## src/rtl/cache_ctrl.sv

```systemverilog
// cache_ctrl: two-line fully associative write-back, write-allocate cache
// controller for a 7-word (addr 0..6) memory. One request at a time; req_i is
// only looked at in IDLE. All outputs are registered.
// Ports:
//   clk_i, rst_i          clock, asynchronous active-high reset
//   req_i/we_i/addr_i/wdata_i   CPU request (addr 7 is illegal -> err_o)
//   rdata_o/done_o/err_o/busy_o CPU response; done_o is a one-cycle pulse
//   mem_tag_o/mem_wb_o/mem_wdata_o  memory select / write-back strobe / data
//   mem_rdata_i/mem_ok_i   memory read data and its valid confirm
module cache_ctrl (
  input  logic       clk_i,
  input  logic       rst_i,
  input  logic       req_i,
  input  logic       we_i,
  input  logic [2:0] addr_i,
  input  logic [3:0] wdata_i,
  output logic [3:0] rdata_o,
  output logic       done_o,
  output logic       err_o,
  output logic       busy_o,
  output logic [2:0] mem_tag_o,
  output logic       mem_wb_o,
  output logic [3:0] mem_wdata_o,
  input  logic [3:0] mem_rdata_i,
  input  logic       mem_ok_i
);

  typedef enum logic [2:0] {
    IDLE  = 3'd0,
    CHECK = 3'd1,
    WB    = 3'd2,
    FILL  = 3'd3,
    WAIT  = 3'd4,
    RESP  = 3'd5
  } state_t;

  localparam logic [2:0] TAG_IDLE = 3'b111;

  state_t          state_q;
  logic [1:0]      vld_q;
  logic [1:0]      dty_q;
  logic [1:0][2:0] tag_q;
  logic [1:0][3:0] dat_q;
  logic            lru_q;     // index of the line to evict on the next miss

  logic            we_q;
  logic [2:0]      addr_q;
  logic [3:0]      wdata_q;

  logic [3:0]      rdata_q;
  logic            done_q;
  logic            err_q;
  logic            busy_q;
  logic [2:0]      mem_tag_q;
  logic            mem_wb_q;
  logic [3:0]      mem_wdata_q;

  // A line is only filled after missing in both, so at most one line can hit.
  logic hit0, hit1, hit, hit_idx;
  always_comb begin
    hit0    = vld_q[0] && (tag_q[0] == addr_q);
    hit1    = vld_q[1] && (tag_q[1] == addr_q);
    hit     = hit0 || hit1;
    hit_idx = hit1;
  end

  always_ff @(posedge clk_i or posedge rst_i) begin
    if (rst_i) begin
      state_q     <= IDLE;
      vld_q       <= '0;
      dty_q       <= '0;
      tag_q       <= '0;
      dat_q       <= '0;
      lru_q       <= 1'b0;
      we_q        <= 1'b0;
      addr_q      <= '0;
      wdata_q     <= '0;
      rdata_q     <= '0;
      done_q      <= 1'b0;
      err_q       <= 1'b0;
      busy_q      <= 1'b0;
      mem_tag_q   <= TAG_IDLE;
      mem_wb_q    <= 1'b0;
      mem_wdata_q <= '0;
    end else begin
      case (state_q)
        IDLE: begin
          if (req_i) begin
            busy_q <= 1'b1;
            if (addr_i == 3'd7) begin
              // Illegal address: answer straight away, cache untouched.
              err_q   <= 1'b1;
              done_q  <= 1'b1;
              state_q <= RESP;
            end else begin
              we_q    <= we_i;
              addr_q  <= addr_i;
              wdata_q <= wdata_i;
              state_q <= CHECK;
            end
          end
        end

        CHECK: begin
          if (hit) begin
            if (we_q) begin
              dat_q[hit_idx] <= wdata_q;
              dty_q[hit_idx] <= 1'b1;
            end else begin
              rdata_q <= dat_q[hit_idx];
            end
            lru_q   <= ~hit_idx;
            err_q   <= 1'b0;
            done_q  <= 1'b1;
            state_q <= RESP;
          end else if (vld_q[lru_q] && dty_q[lru_q]) begin
            // Dirty victim: present it to memory during the WB cycle.
            mem_wb_q    <= 1'b1;
            mem_tag_q   <= tag_q[lru_q];
            mem_wdata_q <= dat_q[lru_q];
            state_q     <= WB;
          end else begin
            mem_tag_q <= addr_q;
            state_q   <= FILL;
          end
        end

        WB: begin
          dty_q[lru_q] <= 1'b0;
          mem_wb_q     <= 1'b0;
          mem_tag_q    <= addr_q;
          state_q      <= FILL;
        end

        FILL: begin
          state_q <= WAIT;
        end

        WAIT: begin
          if (mem_ok_i) begin
            vld_q[lru_q] <= 1'b1;
            dty_q[lru_q] <= 1'b0;
            tag_q[lru_q] <= addr_q;
            dat_q[lru_q] <= mem_rdata_i;
            mem_tag_q    <= TAG_IDLE;
            // Re-check now hits the fresh line and applies a pending write.
            state_q      <= CHECK;
          end
        end

        RESP: begin
          done_q  <= 1'b0;
          busy_q  <= 1'b0;
          state_q <= IDLE;
        end

        default: begin
          state_q   <= IDLE;
          done_q    <= 1'b0;
          busy_q    <= 1'b0;
          mem_wb_q  <= 1'b0;
          mem_tag_q <= TAG_IDLE;
        end
      endcase
    end
  end

  assign rdata_o     = rdata_q;
  assign done_o      = done_q;
  assign err_o       = err_q;
  assign busy_o      = busy_q;
  assign mem_tag_o   = mem_tag_q;
  assign mem_wb_o    = mem_wb_q;
  assign mem_wdata_o = mem_wdata_q;

endmodule

```

## config.mk

```make
export PLATFORM = sky130hd
export DESIGN_NAME = cache_ctrl
export DESIGN_NICKNAME = d
export VERILOG_FILES = /design/src/rtl/cache_ctrl.sv
export SDC_FILE = /design/constraint.sdc
export NUM_CORES = 1
export LEC_CHECK = 0
export CORE_AREA = 2 2 72 74
export CTS_BUF_LIST = sky130_fd_sc_hd__clkbuf_4
export DETAILED_ROUTE_END_ITERATION = 8
export DIE_AREA = 0 0 74 76
export HOLD_SLACK_MARGIN = 0.08
export PLACE_DENSITY = 0.77
export SLEW_MARGIN = 30
export SYNTH_ARGS = -nofsm -noshare
export SYNTH_HDL_FRONTEND = slang
export SYNTH_SLANG_ARGS = --single-unit
export TNS_END_PERCENT = 30
```

## constraint.sdc

```tcl
create_clock -name clk_i -period 4.85 [get_ports clk_i]
set_clock_uncertainty 0.2 [all_clocks]
set_input_delay 0.97 -clock clk_i [delete_from_list [all_inputs] [get_ports clk_i]]
set_output_delay 0.97 -clock clk_i [all_outputs]
set_load 0.02 [all_outputs]
```

==> results of run 1 <==
[power by group]
part | leakage, nW | internal [W] | total [W] | switching, W
combinational | 0.611 | 0.000454 | 0.000907 | 0.000454
sequential | 0.552 | 0.000546 | 0.000753 | 0.000208
clock | 0.0354 | 0.0000610 | 0.000182 | 0.000121
[stage by stage]
step                      setup slack, ps   util  power (W)  cell area [um^2]
after global routing                 1980  0.561    0.00200              2750
after floorplan                      2630      -    0.00143              2380
after detailed placement             1800  0.549    0.00167              2700
after CTS                            2110  0.561    0.00185              2750
after global placement               1860  0.549    0.00164              2700
final                                2120  0.561    0.00184              2750
[flip-flops by register name, indices dropped and copies added (netlist names), 3 cells and up]
name / cells
mem_tag_o: 3
mem_wdata_o: 4
dat_q: 8
wdata_q: 4
tag_q: 6
rdata_o: 4
state_q: 3
addr_q: 3
[final timing paths]
| check | start | endpoint | slack [ps] | depth (start not counted) |
|---|---|---|---|---|
| min in group asynchronous | rst_i | tag_q[5]$_DFFE_PP0P_ | 840 | 3 |
| worst min register to register | done_o$_DFFE_PP0P_ | done_o$_DFFE_PP0P_ | 290 | 2 |
| worst max-delay path | mem_tag_o[2]$_DFFE_PP1P_ | mem_tag_o[2] | 2120 | 1 |
| max in group asynchronous | rst_i | mem_tag_o[2]$_DFFE_PP1P_ | 3230 | 3 |
| worst max register to register | state_q[2]$_DFFE_PP0P_ | dat_q[7]$_DFFE_PP0P_ | 2200 | 3 |
| worst min-delay path | done_o$_DFFE_PP0P_ | done_o$_DFFE_PP0P_ | 290 | 2 |
[layout by cell type (no fill, tap or decap), types with 4 or more instances in the layout]
| cell type | n |
|---|---|
| sky130_fd_sc_hd__a21oi_1 | 7 |
| sky130_fd_sc_hd__nand3_1 | 8 |
| sky130_fd_sc_hd__mux2i_1 | 6 |
| sky130_fd_sc_hd__inv_1 | 7 |
| sky130_fd_sc_hd__nand2_1 | 36 |
| sky130_fd_sc_hd__clkdlybuf4s50_1 | 30 |
| sky130_fd_sc_hd__o32ai_1 | 9 |
| sky130_fd_sc_hd__dfrtp_1 | 42 |
| sky130_fd_sc_hd__o21ai_0 | 5 |
| sky130_fd_sc_hd__mux2_2 | 32 |
| sky130_fd_sc_hd__xnor2_1 | 6 |
| sky130_fd_sc_hd__o211ai_1 | 4 |
| sky130_fd_sc_hd__nor2_1 | 8 |
| sky130_fd_sc_hd__clkbuf_4 | 6 |
[logic make-up (layout without fill, tap and decap cells)]
group / after synthesis / count (layout) / synth area share
DFF: 45 / 45 / 0.476
and+or+nand+nor: 70 / 70 / 0.145
muxes: 38 / 38 / 0.177
AOI/OAI and AO/OA: 43 / 43 / 0.128
buffers and inverters: 24 / 48 / 0.0448
xor gates and xnor gates: 7 / 7 / 0.0290
[metal layers]
layer  global-route usage  vias up
li1                     -      861
met4               0.0782        0
met1                0.278      885
met2                0.297       56
met5                    0        -
met3               0.0437       10
[layout make-up]
class / instances / area, um^2 / share of cell area
timing repair buffer: 31 / 308 / 0.112
multi-input combinational: 158 / 1140 / 0.414
sequential: 45 / 1130 / 0.410
clock buffer: 6 / 45.0 / 0.0164
tap: 70 / 87.6 / 0.0318
clock inverter: 2 / 10.0 / 0.00363
inverter: 9 / 33.8 / 0.0123
==> metrics, run 1 <==
status finished, final reports clean; total global-route track usage 0.198; routability congestion estimate from global placement 0.784; Cells after Synth 227; remaining global-route overflow 0; NumNets Final 266; worst slew margin relative to its limit 0.462; Slew Limit Fails 0; Antenna Nets Post-Route 0; Die Area 5620 um^2; vias per cell 5.64; Critical Path End Type primary output; nets in the synthesized netlist 243; DR pass1 iterations 4; latest clock arrival within the worst-skew pair 360 ps; fraction of registers with async set or reset after synthesis 1.00; width of the die 74 um; number of levels in the clock H-tree 2; total routed wire length on the met1 layer 2170 um; yosys synthesis warning count 0; Worst EP arrival 1560 ps; top routing layer in use met4; most common flop cell mapped by yosys sky130_fd_sc_hd__dfrtp_1; Tightest Pin Transition 805 ps; maximum fanout encountered on the critical timing path 5; cell family with the largest share of critical-path delay buffers and inverters; clock transition at the registers of the reported paths 130 ps; post-placement cell count 313; worst hold margin 288 ps; most frequent cell after synthesis sky130_fd_sc_hd__dfrtp_1; area of the mapped netlist 2380 um^2; number of buffers added by the clock tree synthesis step 5; classification of the worst-slack hold path register to register; shortest clock period the worst path allows after layout 2730 ps; Avg Cell Area, Syn 10.5 um^2; area of the placeable core 4910 um^2; residual DRC count 0; Max-Cap Viols 0; number of sinks on the clock net 45; largest cells by area after synthesis sky130_fd_sc_hd__dfrtp_1, sky130_fd_sc_hd__mux2_2, sky130_fd_sc_hd__nand2_1; final hold violation count 0; detailed placement HPWL 3570 um; number of antenna repair diodes 0; number of resized instances in the post-cts repair step 0; Filler cells 419; root buffer cell sky130_fd_sc_hd__clkbuf_4; VDD IR max 227 uV; buffer levels on the longest clock path 2; largest stage delay on the critical path 610 ps; final wirelength 4980 um; Buf/Inv on CP 1; endpoint required time on the critical path 3680 ps; input/output buffers 30; Iter 0 DRT Violations 141; sum of negative setup slack 0 ps; wire length on met2 2420 um; Hold Buf Count CTS 0; clock tree from TritonCTS yes; Leak 1.20 nW; Starting Density 0.484; Cell Pwr Density 669 nW/um^2; Critical Path, Cell by Cell clkdlybuf4s50_1; area grow syn2layout 15.9%; DR WL/cell 15.5 um; Routed met3 length 291 um; Setup CP Type register to primary output; vias in the first global route 1776; number of antenna violations at the first check in global routing 0; DR vias 1812; startpoint type of the worst setup path register; RSZ-0062 raised after global routing no; Non-Filler Instances 321; synth unique cells 45; global-route wire length before repair 8740 um; sequential element share of the synthesized area 0.476; top-level I/O count 31; post-synth top area cell sky130_fd_sc_hd__dfrtp_1; number of enable-type register cells in the synthesized netlist 0; Fmax 366 MHz; number of setup buffers added after CTS 0; FF+latch count, synth 45; Die Y 76 um; ratio of final minimum period to clock period 0.564; Critical Path Slowest Stage Cell sky130_fd_sc_hd__clkdlybuf4s50_1; fraction of layout instances using a drive strength above 1 0.211; # setup viols final 0; most frequent cells after synthesis sky130_fd_sc_hd__dfrtp_1, sky130_fd_sc_hd__nand2_1, sky130_fd_sc_hd__mux2_2, sky130_fd_sc_hd__o32ai_1; largest net degree at the start of global routing 46; share of the synthesized area in the top cell type 0.442; Placement Rows 26
(Power assumes the default switching activity.)
==> run 2: changes to the inputs <==
- PLACE_DENSITY: 0.77 -> 0.8
- clock period: 4.85 -> 2.43 ns (I/O delays scaled with it)
==> run 2 against run 1 <==
- total power rose by 110%
- cell count grew 4.0%
- first-iteration DRC count increased by 9.9%
- sequential cell count stayed put
- clock power up 100%
- count of clock-buffer cells in the layout did not move
- largest power group unchanged
==> metrics, run 2 (synthesis results as in run 1) <==
sequential power share 0.373 (-0.036); DR pass1 iterations 4 (unchanged); Placement Rows 26 (unchanged); classification of the worst-slack hold path register to register; slack of the worst reg-to-reg path 330 ps (-1870 ps); Cell Pwr Density 1340 nW/um^2 (+100%); detailed placement HPWL 3630 um (+1.8%); remaining global-route overflow 0 (unchanged); final cell area excluding filler cells 2850 um^2 (+3.5%); register ranked first by flip-flop count dat_q; portion of total power attributed to combinational logic 0.531 (+0.039); highest-count cells in the layout ignoring fill and taps sky130_fd_sc_hd__dfrtp_1, sky130_fd_sc_hd__nand2_1, sky130_fd_sc_hd__mux2_2; Largest register FFs 8 (unchanged); number of resized instances in the post-cts repair step 0 (unchanged); vias per cell 5.58 (-1.1%); fraction of layout instances using a drive strength above 1 0.250 (+0.0388); most common cell after layout, fill and taps aside sky130_fd_sc_hd__dfrtp_1; routability congestion estimate from global placement 0.866 (+10%); switching power share of the total 0.418 (-0.00670); status finished, final reports clean; Largest regs dat_q (8), tag_q (6); Leak 1.26 nW (+5.3%); input/output buffers 30 (unchanged); number of buffers added by the clock tree synthesis step 5 (unchanged); shortest clock period the worst path allows after layout 2240 ps; clock power share 0.096 (-0.003); # setup viols final 0 (unchanged); Hold Buf Count CTS 0 (unchanged); area of the placeable core 4910 um^2 (unchanged); DR vias 1864 (+2.9%); internal power component 0.00223 W (+110%); number of levels in the clock H-tree 2 (unchanged); cell family with the largest share of critical-path delay buffers and inverters; clock tree from TritonCTS yes; Critical Path, Cell by Cell clkdlybuf4s50_1; VDD IR max 516 uV (+130%); Tightest Pin Transition 570 ps (-235 ps); largest net degree at the start of global routing 46 (unchanged); area grow syn2layout 20.0%; final wirelength 5120 um (+2.7%); sum of negative setup slack 0 ps (unchanged); width of the die 74 um (unchanged); top-level I/O count 31 (unchanged); Max-Cap Viols 0 (unchanged); startpoint type of the worst setup path register; number of setup buffers added after CTS 0 (unchanged); Filler cells 439 (+4.8%); Slew Limit Fails 0 (unchanged); RSZ-0062 raised after global routing no; Antenna Nets Post-Route 0 (unchanged); ratio of final minimum period to clock period 0.923; Die Y 76 um (unchanged); clock transition at the registers of the reported paths 130 ps (about the same); vias in the first global route 1825 (+2.8%); Placed Area 2800 um^2 (+3.6%); endpoint required time on the critical path 1740 ps (-1940 ps); Critical Path End Type primary output; final hold violation count 0 (unchanged); Buf/Inv on CP 1 (unchanged); largest stage delay on the critical path 610 ps (about the same); Critical Path Slowest Stage Cell sky130_fd_sc_hd__clkdlybuf4s50_1; root buffer cell sky130_fd_sc_hd__clkbuf_4; P_sw 0.00160 W (+100%); Die Area 5620 um^2 (unchanged); total global-route track usage 0.196 (-0.00255); DR WL/cell 15.3 um (-1.3%); latest clock arrival within the worst-skew pair 360 ps (about the same); number of antenna violations at the first check in global routing 0 (unchanged); worst slew margin relative to its limit 0.620 (+0.158); Starting Density 0.484 (unchanged); Worst EP arrival 1560 ps (about the same); Fmax 446 MHz; Setup CP Type register to primary output; number of sinks on the clock net 45 (unchanged); buffer levels on the longest clock path 2 (unchanged); maximum fanout encountered on the critical timing path 5 (unchanged); global-route wire length before repair 8670 um (-0.87%); NumNets Final 279 (+4.9%); number of antenna repair diodes 0 (unchanged); residual DRC count 0 (unchanged); Iter 0 DRT Violations 155 (+9.9%)
[run 2: cell types whose count changed in the layout (fill, tap and decap cells not counted)]
cell,before,now
sky130_fd_sc_hd__buf_4,1,14
[run 2: area by class of cell]
cell class | count | area, um^2 | share of cell area
Multi-Input combinational cell | 158 | 1140 | 0.400
Sequential cell | 45 | 1130 | 0.396
Timing Repair Buffer | 44 | 405 | 0.142
Tap cell | 70 | 87.6 | 0.0307
Clock buffer | 6 | 45.0 | 0.0158
Inverter | 9 | 33.8 | 0.0118
Clock inverter | 2 | 10.0 | 0.00351
[run 2: worst paths after layout]
path                                     startpoint                         end  depth (start not counted)
hold / removal                   busy_o$_DFFE_PP0P_          busy_o$_DFFE_PP0P_                          2
min in group asynchronous                     rst_i        dat_q[5]$_DFFE_PP0P_                          3
max in group asynchronous                     rst_i    mem_tag_o[1]$_DFFE_PP1P_                          3
setup reg to reg              addr_q[2]$_DFFE_PP0P_  mem_wdata_o[3]$_DFFE_PP0P_                          5
setup / recovery           mem_tag_o[2]$_DFFE_PP1P_                mem_tag_o[2]                          1
hold reg to reg                  busy_o$_DFFE_PP0P_          busy_o$_DFFE_PP0P_                          2
[run 2: stage by stage]
step	setup slack (ps)	utilization	instances	hold slack (ps)	power, W
3_5_place_dp	103	0.569	326	261	0.00347
2_1_floorplan	452	-	227	263	0.00284
5_1_grt	124	0.580	334	314	0.00411
4_1_cts	165	0.580	334	292	0.00384
3_3_place_gp	160	0.569	326	257	0.00339
6_report	187	0.580	334	286	0.00383
[run 2: routing by layer]
metal  part of all wire  wire [um]  track usage
met4             0.0082         42       0.0655
met3              0.050        258       0.0397
met1               0.45       2290        0.275
met5                  0          0            0
met2               0.49       2520        0.301
[run 2: worst register-to-register path: cells and delay by family (launching register included)]
| kind | cells | cell delay, ps |
|---|---|---|
| xor+xnor | 1 | 240 |
| flops | 1 | 510 |
| mux | 1 | 370 |
| simple gates | 3 | 680 |
[run 2: power by group through the flow]
stage	logic, W	registers [W]	clock network (W)
final	0.00203	0.00143	0.000366
after global routing	0.00222	0.00148	0.000403
after CTS	0.00204	0.00143	0.000376
after detailed placement	0.00203	0.00144	0
after global placement	0.00197	0.00142	0
after floorplan	0.00144	0.00141	0
